$ cat src/rtl/pipe_ctrl_pkg.sv
// Shared types for the pipeline controller: FSM state codes, the enumeration
// built on them, and the bundle of enable/flush controls with its RUN-mode rules.
package pipe_ctrl_pkg;

    localparam logic [1:0] ST_CODE_RUN      = 2'd0;
    localparam logic [1:0] ST_CODE_MEM_WAIT = 2'd1;
    localparam logic [1:0] ST_CODE_ERROR    = 2'd2;

    typedef enum logic [1:0] {
        ST_RUN      = ST_CODE_RUN,
        ST_MEM_WAIT = ST_CODE_MEM_WAIT,
        ST_ERROR    = ST_CODE_ERROR
    } state_t;

    typedef struct packed {
        logic pc_en;
        logic ifid_en;
        logic idex_en;
        logic exmem_en;
        logic memwb_en;
        logic ifid_flush;
        logic idex_flush;
    } ctrl_t;

    // Everything frozen, no bubbles inserted.
    localparam ctrl_t CTRL_HOLD = ctrl_t'(7'b0000000);

    // Normal-flow control: a taken branch squashes both younger stages and wins
    // over a load-use stall; a load-use stall freezes PC and IF/ID and drops a
    // bubble into ID/EX.
    function automatic ctrl_t run_ctrl(input logic branch_taken, input logic hazard);
        if (branch_taken) return ctrl_t'(7'b1111111);
        if (hazard)       return ctrl_t'(7'b0011101);
        return ctrl_t'(7'b1111100);
    endfunction

endpackage

$ cat src/rtl/pipe_ctrl_if.sv
// Pipeline-control bus: hazard/memory status in, stage enables and flushes out.
interface pipe_ctrl_if #(
    parameter int REG_W = 5,
    parameter int CNT_W = 16
);
    logic [REG_W-1:0] id_rs;
    logic [REG_W-1:0] id_rt;
    logic [REG_W-1:0] ex_rt;
    logic             ex_memread;
    logic             ex_branch_taken;
    logic             mem_req;
    logic             mem_ready;
    logic             pc_en;
    logic             ifid_en;
    logic             idex_en;
    logic             exmem_en;
    logic             memwb_en;
    logic             ifid_flush;
    logic             idex_flush;
    logic [1:0]       state_o;
    logic             mem_err;
    logic [CNT_W-1:0] stall_cnt;

    modport master (
        output id_rs, id_rt, ex_rt, ex_memread, ex_branch_taken, mem_req, mem_ready,
        input  pc_en, ifid_en, idex_en, exmem_en, memwb_en, ifid_flush, idex_flush,
        input  state_o, mem_err, stall_cnt
    );

    modport slave (
        input  id_rs, id_rt, ex_rt, ex_memread, ex_branch_taken, mem_req, mem_ready,
        output pc_en, ifid_en, idex_en, exmem_en, memwb_en, ifid_flush, idex_flush,
        output state_o, mem_err, stall_cnt
    );
endinterface

$ cat src/rtl/pipe_ctrl_hazard_detect.sv
// Load-use hazard compare: a load in EX whose destination feeds the instruction
// in ID. Register 0 is hard-wired zero and never creates a dependency.
module hazard_detect #(
    parameter int REG_W = 5
) (
    input  logic [REG_W-1:0] id_rs,
    input  logic [REG_W-1:0] id_rt,
    input  logic [REG_W-1:0] ex_rt,
    input  logic             ex_memread,
    output logic             hazard
);
    assign hazard = ex_memread && (ex_rt != '0) && ((ex_rt == id_rs) || (ex_rt == id_rt));
endmodule

$ cat src/rtl/pipe_ctrl.sv
// Pipeline controller: RUN / MEM_WAIT / ERROR FSM, memory-wait timeout counter,
// saturating stall counter and the priority mux for stage enables and flushes.
module pipe_ctrl
    import pipe_ctrl_pkg::*;
#(
    parameter int REG_W   = 5,
    parameter int TIMEOUT = 16,
    parameter int CNT_W   = 16
) (
    input  logic      clk,
    input  logic      reset,
    pipe_ctrl_if.slave bus
);

    // Last wait count tolerated before the access is declared dead.
    localparam logic [7:0] TIMEOUT_LAST = 8'(TIMEOUT - 1);

    state_t           r_state;
    state_t           w_nxt_state;
    logic [7:0]       r_wait_cnt;
    logic [7:0]       w_nxt_wait;
    logic [CNT_W-1:0] r_stall_cnt;
    ctrl_t            w_ctrl;
    ctrl_t            w_ctrl_gated;
    logic             w_hazard;

    function automatic logic [CNT_W-1:0] sat_inc(input logic [CNT_W-1:0] v);
        return (v == '1) ? v : v + 1'b1;
    endfunction

    hazard_detect #(.REG_W(REG_W)) u_hazard (
        .id_rs      (bus.id_rs),
        .id_rt      (bus.id_rt),
        .ex_rt      (bus.ex_rt),
        .ex_memread (bus.ex_memread),
        .hazard     (w_hazard)
    );

    // Next state, next wait count and same-cycle control outputs.
    always_comb begin
        w_nxt_state = r_state;
        w_nxt_wait  = r_wait_cnt;
        w_ctrl      = CTRL_HOLD;
        case (r_state)
            ST_RUN: begin
                if (bus.mem_req && !bus.mem_ready) begin
                    w_nxt_state = ST_MEM_WAIT;
                    w_nxt_wait  = 8'd1;
                end else begin
                    w_ctrl = run_ctrl(bus.ex_branch_taken, w_hazard);
                end
            end
            ST_MEM_WAIT: begin
                if (!bus.mem_ready) begin
                    w_nxt_wait = r_wait_cnt + 8'd1;
                    if (r_wait_cnt == TIMEOUT_LAST) w_nxt_state = ST_ERROR;
                end else begin
                    w_ctrl      = run_ctrl(bus.ex_branch_taken, w_hazard);
                    w_nxt_state = ST_RUN;
                    w_nxt_wait  = 8'd0;
                end
            end
            ST_ERROR: w_nxt_state = ST_ERROR;
            default:  w_nxt_state = ST_ERROR;
        endcase
        // Reset holds the whole pipeline frozen whatever the state or inputs.
        w_ctrl_gated = reset ? w_ctrl : CTRL_HOLD;
    end

    // State, wait counter and stall counter registers.
    always_ff @(posedge clk) begin
        if (!reset) begin
            r_state     <= ST_RUN;
            r_wait_cnt  <= 8'd0;
            r_stall_cnt <= '0;
        end else begin
            r_state    <= w_nxt_state;
            r_wait_cnt <= w_nxt_wait;
            if (!w_ctrl_gated.pc_en) r_stall_cnt <= sat_inc(r_stall_cnt);
        end
    end

    assign bus.pc_en      = w_ctrl_gated.pc_en;
    assign bus.ifid_en    = w_ctrl_gated.ifid_en;
    assign bus.idex_en    = w_ctrl_gated.idex_en;
    assign bus.exmem_en   = w_ctrl_gated.exmem_en;
    assign bus.memwb_en   = w_ctrl_gated.memwb_en;
    assign bus.ifid_flush = w_ctrl_gated.ifid_flush;
    assign bus.idex_flush = w_ctrl_gated.idex_flush;
    assign bus.state_o    = r_state;
    assign bus.mem_err    = (r_state == ST_ERROR);
    assign bus.stall_cnt  = r_stall_cnt;

endmodule

$ cat src/flat_wrapper.sv
// flat-port wrapper written by rule: the top's interface ports become plain ports
module pipe_ctrl_flat import pipe_ctrl_pkg::*;
#(
    parameter int REG_W   = 5,
    parameter int TIMEOUT = 16,
    parameter int CNT_W   = 16
)
  (clk, reset, bus_id_rs, bus_id_rt, bus_ex_rt, bus_ex_memread, bus_ex_branch_taken, bus_mem_req, bus_mem_ready, bus_pc_en, bus_ifid_en, bus_idex_en, bus_exmem_en, bus_memwb_en, bus_ifid_flush, bus_idex_flush, bus_state_o, bus_mem_err, bus_stall_cnt);
  pipe_ctrl_if #(.REG_W(REG_W), .CNT_W(CNT_W)) bus_i ();
  input  logic clk;
  input  logic reset;
  input wire logic [$bits(bus_i.id_rs)-1:0] bus_id_rs;
  input wire logic [$bits(bus_i.id_rt)-1:0] bus_id_rt;
  input wire logic [$bits(bus_i.ex_rt)-1:0] bus_ex_rt;
  input wire logic [$bits(bus_i.ex_memread)-1:0] bus_ex_memread;
  input wire logic [$bits(bus_i.ex_branch_taken)-1:0] bus_ex_branch_taken;
  input wire logic [$bits(bus_i.mem_req)-1:0] bus_mem_req;
  input wire logic [$bits(bus_i.mem_ready)-1:0] bus_mem_ready;
  output wire logic [$bits(bus_i.pc_en)-1:0] bus_pc_en;
  output wire logic [$bits(bus_i.ifid_en)-1:0] bus_ifid_en;
  output wire logic [$bits(bus_i.idex_en)-1:0] bus_idex_en;
  output wire logic [$bits(bus_i.exmem_en)-1:0] bus_exmem_en;
  output wire logic [$bits(bus_i.memwb_en)-1:0] bus_memwb_en;
  output wire logic [$bits(bus_i.ifid_flush)-1:0] bus_ifid_flush;
  output wire logic [$bits(bus_i.idex_flush)-1:0] bus_idex_flush;
  output wire logic [$bits(bus_i.state_o)-1:0] bus_state_o;
  output wire logic [$bits(bus_i.mem_err)-1:0] bus_mem_err;
  output wire logic [$bits(bus_i.stall_cnt)-1:0] bus_stall_cnt;
  assign bus_i.id_rs = bus_id_rs;
  assign bus_i.id_rt = bus_id_rt;
  assign bus_i.ex_rt = bus_ex_rt;
  assign bus_i.ex_memread = bus_ex_memread;
  assign bus_i.ex_branch_taken = bus_ex_branch_taken;
  assign bus_i.mem_req = bus_mem_req;
  assign bus_i.mem_ready = bus_mem_ready;
  assign bus_pc_en = bus_i.pc_en;
  assign bus_ifid_en = bus_i.ifid_en;
  assign bus_idex_en = bus_i.idex_en;
  assign bus_exmem_en = bus_i.exmem_en;
  assign bus_memwb_en = bus_i.memwb_en;
  assign bus_ifid_flush = bus_i.ifid_flush;
  assign bus_idex_flush = bus_i.idex_flush;
  assign bus_state_o = bus_i.state_o;
  assign bus_mem_err = bus_i.mem_err;
  assign bus_stall_cnt = bus_i.stall_cnt;
  pipe_ctrl #(.REG_W(REG_W), .TIMEOUT(TIMEOUT), .CNT_W(CNT_W)) u_core (.clk(clk), .reset(reset), .bus(bus_i));
endmodule
$ cat config.mk
export PLATFORM = sky130hd
export DESIGN_NAME = pipe_ctrl_flat
export DESIGN_NICKNAME = d
export VERILOG_FILES = /design/src/rtl/pipe_ctrl_pkg.sv /design/src/rtl/pipe_ctrl_if.sv /design/src/rtl/pipe_ctrl_hazard_detect.sv /design/src/rtl/pipe_ctrl.sv /design/src/flat_wrapper.sv
export SDC_FILE = /design/constraint.sdc
export NUM_CORES = 1
export LEC_CHECK = 0
export ABC_AREA = 1
export CORE_MARGIN = 2
export CORE_UTILIZATION = 49
export DETAILED_ROUTE_END_ITERATION = 16
export PLACE_DENSITY_LB_ADDON = 0.15
export RECOVER_POWER = 100
export SLEW_MARGIN = 25
export SYNTH_ARGS = -nofsm -noshare
export SYNTH_HDL_FRONTEND = slang
export SYNTH_HIERARCHICAL = 1
export SYNTH_SLANG_ARGS = --single-unit
$ cat constraint.sdc
create_clock -name clk -period 1.8 [get_ports clk]
set_input_delay 0.27 -clock clk [delete_from_list [all_inputs] [get_ports clk]]
set_output_delay 0.27 -clock clk [all_outputs]
set_load 0.05 [all_outputs]
Word level (Yosys, flattened, before mapping)
Cells that the tools add are included.

Logic and storage cells: 55. Input port bits: 21. Flip-flop bits (word level): 26. Output and inout bits: 26.

Reductions and logical operators: 11. Muxes and demuxes: 29. $add $sub $neg: 2. Equal/unequal tests: 8. Bitwise gates (word level): 2.

Operators with widths (number): 2-to-1 mux 7 bit (9); adder 16 x 1 -> 16 bit (second input constant) (1); == test 16 bit (second input constant) (1); 2-to-1 mux 8 bit (2); case mux 8 bit (2 select lines) (1); case mux 7 bit (2 select lines) (1); 2-to-1 mux 1 bit (12); == test 5 bit (2); adder 8 x 1 -> 8 bit (second input constant) (1); == test 8 x 4 -> 1 bit (second input constant) (1); 2-to-1 mux 2 bit (3); AND reduction 2 bit (3); nonzero test 5 bit (1); case mux 2 bit (2 select lines) (1); logical AND 1 bit (3); != test 3 x 2 -> 1 bit (second input constant) (1); == test 2 x 1 -> 1 bit (second input constant) (1); == test 2 bit (second input constant) (1); zero test 2 bit (1); != test 2 x 1 -> 1 bit (second input constant) (1); inverter 1 bit (2); nonzero test 2 bit (1); zero test 1 bit (1); logical OR 1 bit (1).

Logic depth before layout (Yosys ltp)
Gate-level depths: netlist of the first run.

Word-level depth: 14. Gate-level depth with buffers: 13. Depth with buffers taken out: 12.

Cells and area by module
The synthesis of the first run kept the hierarchy.

Modules (own cells, without submodules): pipe_ctrl (area an instance 1576.5 um^2, instances 1, seq. area each 520.5 um^2, cells an instance 242); hazard_detect (area an instance 195.2 um^2, instances 1, seq. area each 0.0 um^2, cells an instance 45).

Least setup slack after synthesis of the first run
Ideal clock, no wire load.

Path type: reg-to-output. Start: reg u_core.r_state[0], in the netlist u_core/bus.state_o[0]. End: out bus_idex_flush. Buffers on the path: 0. Required time: 1530 ps. Stages on the path, launching flop included: 5. Setup slack: -262 ps. Arrival time: 1792 ps. Cell sequence: dfxtp_1 nand3_1 nand2_1 nand2_1 a21oi_1.

Cells in the longest elaborated chain, start to end: 3. Elaborated cells between the ends (all ways): 4. Classes of those cells: eq/ne (1); mux (2); reduce/logical (1).

Ends and longest elaborated chain: start: declaration (line pipe_ctrl.sv:18) `state_t r_state;`; start signal: assignment (line pipe_ctrl.sv:77) `r_state <= w_nxt_state;`; == test 2 x 1 -> 1 bit or zero test 2 bit (tied branches); case mux 7 bit (2 select lines) (*) (line pipe_ctrl.sv:44) `case (r_state)`; 2-to-1 mux 7 bit (*) (line pipe_ctrl.sv:67) `w_ctrl_gated = reset ? w_ctrl : CTRL_HOLD;`; end: declaration (line flat_wrapper.sv:25) `output wire logic [$bits(bus_i.idex_flush)-1:0] bus_idex_flush;`.

Every way passes the cells marked *; elsewhere a longest branch is shown, timed or not.

Worst setup path in the final report of the first run
Start: in bus_id_rt[1]. End: out bus_ifid_en.

Cells in the longest elaborated chain, start to end: 12. Elaborated cells between the ends (all ways): 19. Classes of those cells: eq/ne (1); mux (16); reduce/logical (2).

Ends and longest elaborated chain: start: declaration (line flat_wrapper.sv:13) `input wire logic [$bits(bus_i.id_rt)-1:0] bus_id_rt;`; == test 5 bit (*) (line pipe_ctrl_hazard_detect.sv:12) `assign hazard = ex_memread && (ex_rt != '0) && ((ex_rt == id_rs) || (ex_rt == id_rt));`; logical OR 1 bit (*) (line pipe_ctrl_hazard_detect.sv:12); logical AND 1 bit (*) (line pipe_ctrl_hazard_detect.sv:12); via u_core.w_hazard (line pipe_ctrl.sv:25) `logic w_hazard;`; 2-to-1 mux 1 bit (2 in series) (line pipe_ctrl_pkg.sv:33) `if (hazard) return ctrl_t'(7'b0011101);`; 2-to-1 mux 1 bit (on tied branches) (line pipe_ctrl.sv:54, pipe_ctrl.sv:46); 2-to-1 mux 1 bit (line pipe_ctrl.sv:44); 2-to-1 mux 7 bit (line pipe_ctrl_pkg.sv:34) `return ctrl_t'(7'b1111100);`; 2-to-1 mux 7 bit (line pipe_ctrl_pkg.sv:33); 2-to-1 mux 7 bit (on tied branches) (line pipe_ctrl.sv:54, pipe_ctrl.sv:46); case mux 7 bit (2 select lines) (*) (line pipe_ctrl.sv:44); 2-to-1 mux 7 bit (*) (line pipe_ctrl.sv:67); end: declaration (line flat_wrapper.sv:20) `output wire logic [$bits(bus_i.ifid_en)-1:0] bus_ifid_en;`.

The timed path passes the listed nets; every way through them passes the cells marked *. The select of a mux whose other input is x is not followed.

==> results of run 1 <==
[worst paths after layout]
check                        endpoint  slack, ps  cells after the start
min reg2reg      u_core/r_wait_cnt[6]        470                      2
max reg2reg  u_core/bus.stall_cnt[10]        150                      8
max                       bus_ifid_en        100                     11
min             u_core/bus.state_o[0]        320                      4
[worst register-to-register path: cells and delay by family (launching register included)]
family | cells | cell delay (ps)
simple gates | 5 | 640
flops | 1 | 430
fa+ha+maj | 1 | 290
buf+inv | 1 | 110
compound gates | 1 | 60
[routing by layer]
layer / share of wire / routed length (um)
met4: 0.0051 / 22
met3: 0.062 / 266
met5: 0 / 0
met2: 0.45 / 1960
met1: 0.48 / 2070
[what timing repair did]
item | CTS | global route
setup endpoints to repair | 9 | 12
cloned | 0 | 0
gates resized for setup | 25 | 31
hold buffers | 0 | 0
pin swaps | 10 | 14
setup buffers | 1 | 0
[kinds of logic after synthesis]
kind of cell	share of synthesized area
AND/OR/NAND/NOR	0.427
buffers and inverters	0.121
XOR/XNOR	0.0445
AO/OA/AOI/OAI	0.0996
flip-flops	0.294
adder cells (fa/ha/maj)	0.0141
[area by class of cell]
cell class,instances,area share
Clock buffer,3,0.00978
Inverter,42,0.0701
Multi-Input combinational cell,212,0.459
Sequential cell,26,0.228
Tap cell,46,0.0250
Timing Repair Buffer,62,0.208
[through the flow]
stage               area (um^2)  power (mW)
finish                     2300        1.22
global route               2300        1.29
CTS                        2430        1.25
detailed placement         2400        1.02
global placement           2400        1.01
floorplan                  1790       0.840
[where the power goes]
part / leakage [nW] / switching, mW / internal [mW]
Clock: 0.0138 / 0.164 / 0.0783
Combinational: 0.791 / 0.223 / 0.154
Sequential: 0.212 / 0.0168 / 0.589
[cells in the final DEF, fill, tap and decap left out, types with 2 or more instances in the layout]
cell / count
a21oi_1: 18
a21oi_2: 2
buf_12: 6
buf_4: 14
clkbuf_1: 18
clkbuf_2: 10
clkbuf_4: 4
clkdlybuf4s15_1: 4
clkdlybuf4s50_1: 4
dfxtp_1: 23
dfxtp_2: 3
dlygate4sd2_1: 2
ha_1: 2
inv_1: 30
inv_2: 10
nand2_1: 88
nand2_2: 2
nand3_1: 22
nand3_2: 2
nand4_1: 10
nor2_1: 33
nor2_2: 6
nor3_1: 2
o21ai_0: 7
o21ai_1: 2
xnor2_1: 5
xor2_1: 4
[state kept, by name, indices dropped and copies added (netlist names)]
| register | flops |
|---|---|
| u_core/bus.stall_cnt | 16 |
| u_core/bus.state_o | 2 |
| u_core/r_wait_cnt | 8 |
==> run metrics, run 1 <==
Die Outline Area=4110 um^2; Ys Warns=6; Crit path max-delay family=buffers and inverters; top cells by area, synth=dfxtp_1, nand2_1, nor2_1, inv_1, nand3_1; most utilized layer in the global route result=met2; relative slew slack=0.583; GRT overflow=0; Worst Setup Start Kind=primary input; final hold vios=0; multi-input combinational cell area=1060 um^2; Final #Nets=370; mean routed wirelength per cell=11.0 um; area leader, netlist=dfxtp_1; fin crit period=1700 ps; H-tree levels=1; worst hold start=bus_mem_ready; die height=64.1 um; core area=3420 um^2; global-route wire length before repair=7690 um; Setup TNS=0 ps; critical path type=in2out; post-DP HPWL=3360 um; vias per cell=5.09; largest net degree at the start of global routing=17; outcome=completed; clk sink count=26; leak pwr=1.02 nW; CTS root buf=clkbuf_4; Max-cap violations=0; VDD IR max=0.400 mV; synthesized area=1770 um^2; WP data required=1530 ps; Residual DRC=0; Tightest Pin Transition=627 ps; count leader, synth=nand2_1; Fin Hold WS=320 ps; Post-synth top cells=nand2_1, nor2_1, inv_1, dfxtp_1, nand3_1; crit end category=output port; area share of the largest cell type after synthesis=0.294; Clock Tree Buf Depth=2; Slowest-stage cell, CP=clkdlybuf4s15_1; FF/Latch Area=524 um^2; EDFF count, synth=0; antenna violations before repair=0; Final Wtd Congestion=0.839; Data arrival, critical path=1430 ps; FILL cells=337; CP peak stage delay=180 ps; FF-to-FF Start=u_core/bus.stall_cnt[0]; post-placement cell count=387; 1st-iter DRT viols=116; Initial Util=0.519; Post-Synthesis Mean Instance Area=6.17 um^2; Synth Net Count=310; Tcrit/Tclk final=0.944; share of layout cells above drive strength 1=0.197; Synth cell types=29; area grow syn2layout=29.9%; Final Core Density=0.674; met3 GRT Util=0.0352; CTS tree=built; drt first pass iters=4; die width=64.1 um; I/O pin count=47; Total Wirelength=4310 um; Cells after Synth=287; Diodes inserted=0; worst slack at placement=-379 ps; Setup crit start=bus_id_rt[1]; Worst-Skew Late Latency=320 ps; Global Route Usage Sum=0.228; Post-synth ARST share=0; fin worst setup slack=100 ps; CP max FO=2; row cnt=21; vias=1992; number of synthesized register bits=26; TritonCTS Buffers=3; Reg clk slew, reported paths=130 ps; CP bufs+invs=4; skew final=11.0 ps; Max Slew Vio Count=0; met2 usage=0.384; setup violators final=0; routing usage on met1=0.304; worst-path cell chain=clkdlybuf4s15_1 -> inv_1 -> nand2_1 -> nand2_1 -> nor2_2 -> nand3_2 -> a21oi_2 -> a21oi_2 -> nand3_4 -> clkinvlp_4 -> buf_12; PortBufs=46; Max Clock Freq=588 MHz; Antenna Nets Post-Route=0; Non-Filler Instances=391; ys flop type=dfxtp_1; min-delay worst type=in2reg; vias in the first global route=1811; post-synthesis sequential area ratio=0.294; PwrDens=532 nW/um^2; RSZ-0062 raised after global routing=no
No activity file was read; power rests on OpenSTA's default activity.
==> inputs of run 2 (changes only) <==
clock period = 1.7 ns   (was 1.8 ns; I/O delays follow)
==> run metrics, run 2 (synthesis results as in run 1) <==
Diodes inserted=0; setup violators final=0; GRT overflow=0; PortBufs=46; Max Slew Vio Count=0; Global Route Usage Sum=0.232; 1st-iter DRT viols=133; hold-fix buffer count after cts=0; crit end category=output port; most common cell after layout, fill and taps aside=nand2_1; Final #Nets=379; Antenna Nets Post-Route=0; I/O pin count=47; PwrDens=555 nW/um^2; min-delay worst type=in2reg; Tightest Pin Transition=599 ps; relative slew slack=0.602; outcome=completed; antenna violations before repair=0; skew final=13.1 ps; fin crit period=1680 ps; row cnt=21; area of placed instances=2460 um^2; Residual DRC=0; RSZ-0062 raised after global routing=yes; Fin Hold WS=232 ps; Final Core Density=0.714; Die Outline Area=4110 um^2; overall power=1.35 mW; flop2flop setup slack=140 ps; clk sink count=26; Setup TNS=0 ps; Initial Util=0.519; critical path type=reg2out; die width=64.1 um; mean routed wirelength per cell=10.9 um; VDD IR max=0.474 mV; post-DP HPWL=3460 um; CTS root buf=clkbuf_4; die height=64.1 um; largest net degree at the start of global routing=17; Worst Setup Start Kind=flip-flop; area grow syn2layout=37.7%; vias in the first global route=1842; share of layout cells above drive strength 1=0.270; drt first pass iters=4; Clock Tree Buf Depth=2; leak pwr=1.12 nW; Worst-Skew Late Latency=330 ps; most frequent cells in the layout=nand2_1, nor2_1, inv_1; final hold vios=0; core area=3420 um^2; global-route wire length before repair=7760 um; Final Wtd Congestion=0.875; Total Wirelength=4370 um; Data arrival, critical path=1430 ps; Max Clock Freq=595 MHz; H-tree levels=1; Max-cap violations=0; vias=1976; CP max FO=3; FILL cells=309; Reg clk slew, reported paths=130 ps; WP data required=1440 ps; Tcrit/Tclk final=0.989; Design Area, Final=2440 um^2; TritonCTS Buffers=3; max reg flops=16; vias per cell=4.93; CTS tree=built
run 2: cell count changes in the layout (fill, tap and decap cells not counted), moves of 4 or more:
cell and change:
clkbuf_1 -13, buf_2 +5, clkbuf_2 +8, a21oi_2 +4
buf_4 +9
run 2: cell type report:
| type | instances | area, um^2 | area share |
|---|---|---|---|
| Tap cell | 46 | 57.6 | 0.0236 |
| Clock buffer | 4 | 26.3 | 0.0108 |
| Multi-Input combinational cell | 212 | 1070 | 0.437 |
| Sequential cell | 26 | 531 | 0.217 |
| Inverter | 42 | 165 | 0.0677 |
| Timing Repair Buffer | 71 | 594 | 0.244 |
run 2: power by group:
part | switching [mW] | total, mW | leakage, nW | internal (mW)
Clock | 0.185 | 0.277 | 0.0150 | 0.0919
Combinational | 0.241 | 0.434 | 0.891 | 0.193
Sequential | 0.0193 | 0.642 | 0.212 | 0.623
run 2: worst max-delay path: stages, from the launching register on:
cell and delay (ps):
dfxtp_4 380, nor2_4 120, nand2_2 70, nand2_2 80, buf_4 120, nand3_4 80, clkinvlp_4 120, buf_12 140
run 2: timing repair:
action                                  CTS  global route
buffers inserted                          2             2
endpoints found under the setup margin   21             8
resized for setup                        42            14
pin swaps                                14             9
run 2: path summary, 6_finish.rpt:
| kind | startpoint | endpoint | depth (start not counted) |
|---|---|---|---|
| min reg2reg | u_core/r_wait_cnt[6] | u_core/r_wait_cnt[6] | 2 |
| max reg2reg | u_core/bus.stall_cnt[0] | u_core/bus.stall_cnt[8] | 8 |
| min | bus_mem_req | u_core/bus.state_o[0] | 3 |
| max | u_core/bus.state_o[1] | bus_pc_en | 7 |
run 2: per-stage QoR:
stage | cells | worst slack (ps)
CTS | 399 | -7.13
global route | 401 | -58.0
global placement | 393 | -384
finish | 401 | 19.0
detailed placement | 393 | -425
floorplan | 287 | -26.2
run 2: routing by layer:
metal	vias to the layer above	wire (um)	GRT usage	part of all wire
li1	1038	-	-	-
met3	5	336	0.0387	0.077
met2	73	1900	0.382	0.44
met1	860	2100	0.316	0.48
met5	-	0	0	0
met4	0	31	0.0585	0.0071
==> inputs of run 3 (changes only) <==
ABC_AREA = not set   (was 1)
CORE_UTILIZATION = 35   (was 49)
==> run metrics, run 3 <==
setup violators final=19; switch share=0.271; PwrDens=632 nW/um^2; switching pwr=0.418 mW; post-synthesis sequential area ratio=0.356; CP peak stage delay=520 ps; fin worst setup slack=-324 ps; die width=68.6 um; post-placement cell count=275; synthesized area=1460 um^2; critical path type=in2out; TritonCTS Buffers=3; max reg flops=16; global-route wire length before repair=6640 um; CP dominant cell by count=buf_12; VDD IR max=0.311 mV; overall power=1.55 mW; area grow syn2layout=67.1%; ys flop type=dfxtp_1; Worst Setup Start Kind=primary input; EDFF count, synth=0; FF-to-FF Start=u_core/bus.stall_cnt[2]; Initial Util=0.366; min-delay worst type=reg2reg; Max Slew Vio Count=0; count leader, synth=dfxtp_1; Post-synth top cells=dfxtp_1, nor2_1, xnor2_1, xor2_1, nand3_1; Final Core Density=0.611; Final Wtd Congestion=0.784; top cells by area, synth=dfxtp_1, xnor2_1, xor2_1, nor2_1, nand3_1; relative slew slack=0.600; area of placed instances=2220 um^2; PortBufs=46; Design Area, Final=2440 um^2; internal power=1.13 mW; Ys Warns=6; Reg clk slew, reported paths=90 ps; Post-synth ARST share=0; row cnt=23; Synth cell types=38; sequential power share=0.409; final hold vios=0; die height=68.6 um; clk sink count=26; Tightest Pin Transition=602 ps; fin crit period=2020 ps; worst hold start=u_core/bus.stall_cnt[5]; worst flop-to-flop path endpoint=u_core/bus.stall_cnt[12]; combinational share of power=0.255; Clk network pwr share=0.337; core area=4000 um^2; largest net degree at the start of global routing=18; Total Wirelength=4100 um; hold-fix buffer count after cts=0; vias=1466; Antenna Nets Post-Route=0; most common cell after layout, fill and taps aside=nor2_1; leak pwr=0.861 nW; 1st-iter DRT viols=87; post-DP HPWL=2850 um; Fin Hold WS=524 ps; Tcrit/Tclk final=1.19; CTS tree=built; CP bufs+invs=3; skew final=2.06 ps; Final #Nets=264; Post-Synthesis Mean Instance Area=8.76 um^2; antenna violations before repair=0; hold path depth=2; RSZ-0062 raised after global routing=yes; area share of the largest cell type after synthesis=0.356; worst-path cell chain=buf_8 -> or4_4 -> o21ai_2 -> a21oi_2 -> nor2b_4 -> nor3_4 -> buf_12 -> buf_12; most frequent cells in the layout=nor2_1, clkbuf_1, buf_4, xnor2_1, dfxtp_1; flop2flop setup slack=-80 ps; Data arrival, critical path=1770 ps; Crit path max-delay family=simple AND/OR/NAND/NOR gates; Global Route Usage Sum=0.189; Synth Net Count=190; WHS Endpoint=u_core/bus.stall_cnt[5]; share of layout cells above drive strength 1=0.371; Worst-Skew Late Latency=270 ps; vias in the first global route=1435; number of synthesized register bits=26; Setup crit start=bus_ex_rt[3]; Max-cap violations=0; crit end category=output port; I/O pin count=47; Diodes inserted=0; WP data required=1440 ps; Slowest-stage cell, CP=or4_4; failing checks=negative setup slack; CTS root buf=clkbuf_8; R2R cell count=5; Residual DRC=0; H-tree levels=1; outcome=complete, but fails checks; mean routed wirelength per cell=14.1 um; area leader, netlist=dfxtp_1; GRT overflow=0; drt first pass iters=4; Non-Filler Instances=290; Cells after Synth=167; Max Clock Freq=494 MHz; vias per cell=5.06; CP max FO=3; Clock Tree Buf Depth=2; Die Outline Area=4710 um^2
[run 3: changes by cell type in the layout (fill, tap and decap cells not counted), moves of 12 or more]
| cell | change |
|---|---|
| nand3_1 | -12 |
| inv_1 | -24 |
| xnor2_1 | +13 |
| clkbuf_2 | -14 |
| nand2_1 | -82 |
| clkbuf_1 | +13 |
[run 3: repair_timing]
| action | in CTS | in global routing |
|---|---|---|
| setup buffers | 4 | 9 |
| resized for setup | 60 | 18 |
| setup endpoints to repair | 23 | 23 |
| pin swaps | 25 | 23 |
[run 3: cell type report]
type	count	area, um^2
Multi-Input combinational cell	128	1090
Timing Repair Buffer	75	662
Clock inverter	1	30.0
Clock buffer	3	41.3
Fill cell	350	1560
Inverter	7	26.3
Tap cell	50	62.6
Sequential cell	26	531
[run 3: worst register-to-register path, delay by kind of cell (launching register included)]
kind | cells | cell delay, ps
flops | 1 | 390
xor+xnor | 1 | 160
simple gates | 4 | 1130
[run 3: worst max path at each step]
stage | to | depth (start not counted) | slack, ps
finish | bus_ifid_en | 8 | -320
global route | bus_pc_en | 8 | -380
CTS | bus_ifid_en | 9 | -280
detailed placement | u_core/bus.stall_cnt[10] | 11 | -890
global placement | u_core/bus.stall_cnt[14] | 11 | -760
floorplan | bus_pc_en | 6 | -520
[run 3: stage by stage]
step / setup TNS [ps] / setup slack [ps]
floorplan: -6300 / -517
detailed placement: -14900 / -886
global route: -5070 / -382
global placement: -13070 / -764
CTS: -3460 / -281
finish: -3600 / -324
[run 3: cell families after synthesis]
kind of cell	share of synthesized area
buf+inv	0.0428
xor+xnor	0.180
fa+ha+maj	0.0171
simple gates	0.255
compound gates	0.136
mux	0.0137
flops	0.356
[run 3: routing by layer]
| metal | up-vias | global-route usage | routed length [um] |
|---|---|---|---|
| met5 | - | 0 | 0 |
| met4 | 0 | 0.0800 | 42 |
| met3 | 4 | 0.0357 | 253 |
| met2 | 40 | 0.328 | 2090 |
| met1 | 687 | 0.225 | 1710 |
| li1 | 735 | - | - |
[run 3: power groups by stage]
stage	clock (mW)	combinational [mW]	sequential [mW]
floorplan	0	0.145	0.684
global placement	0	0.360	0.647
detailed placement	0	0.368	0.647
CTS	0.527	0.381	0.633
global route	0.564	0.421	0.635
finish	0.520	0.393	0.632
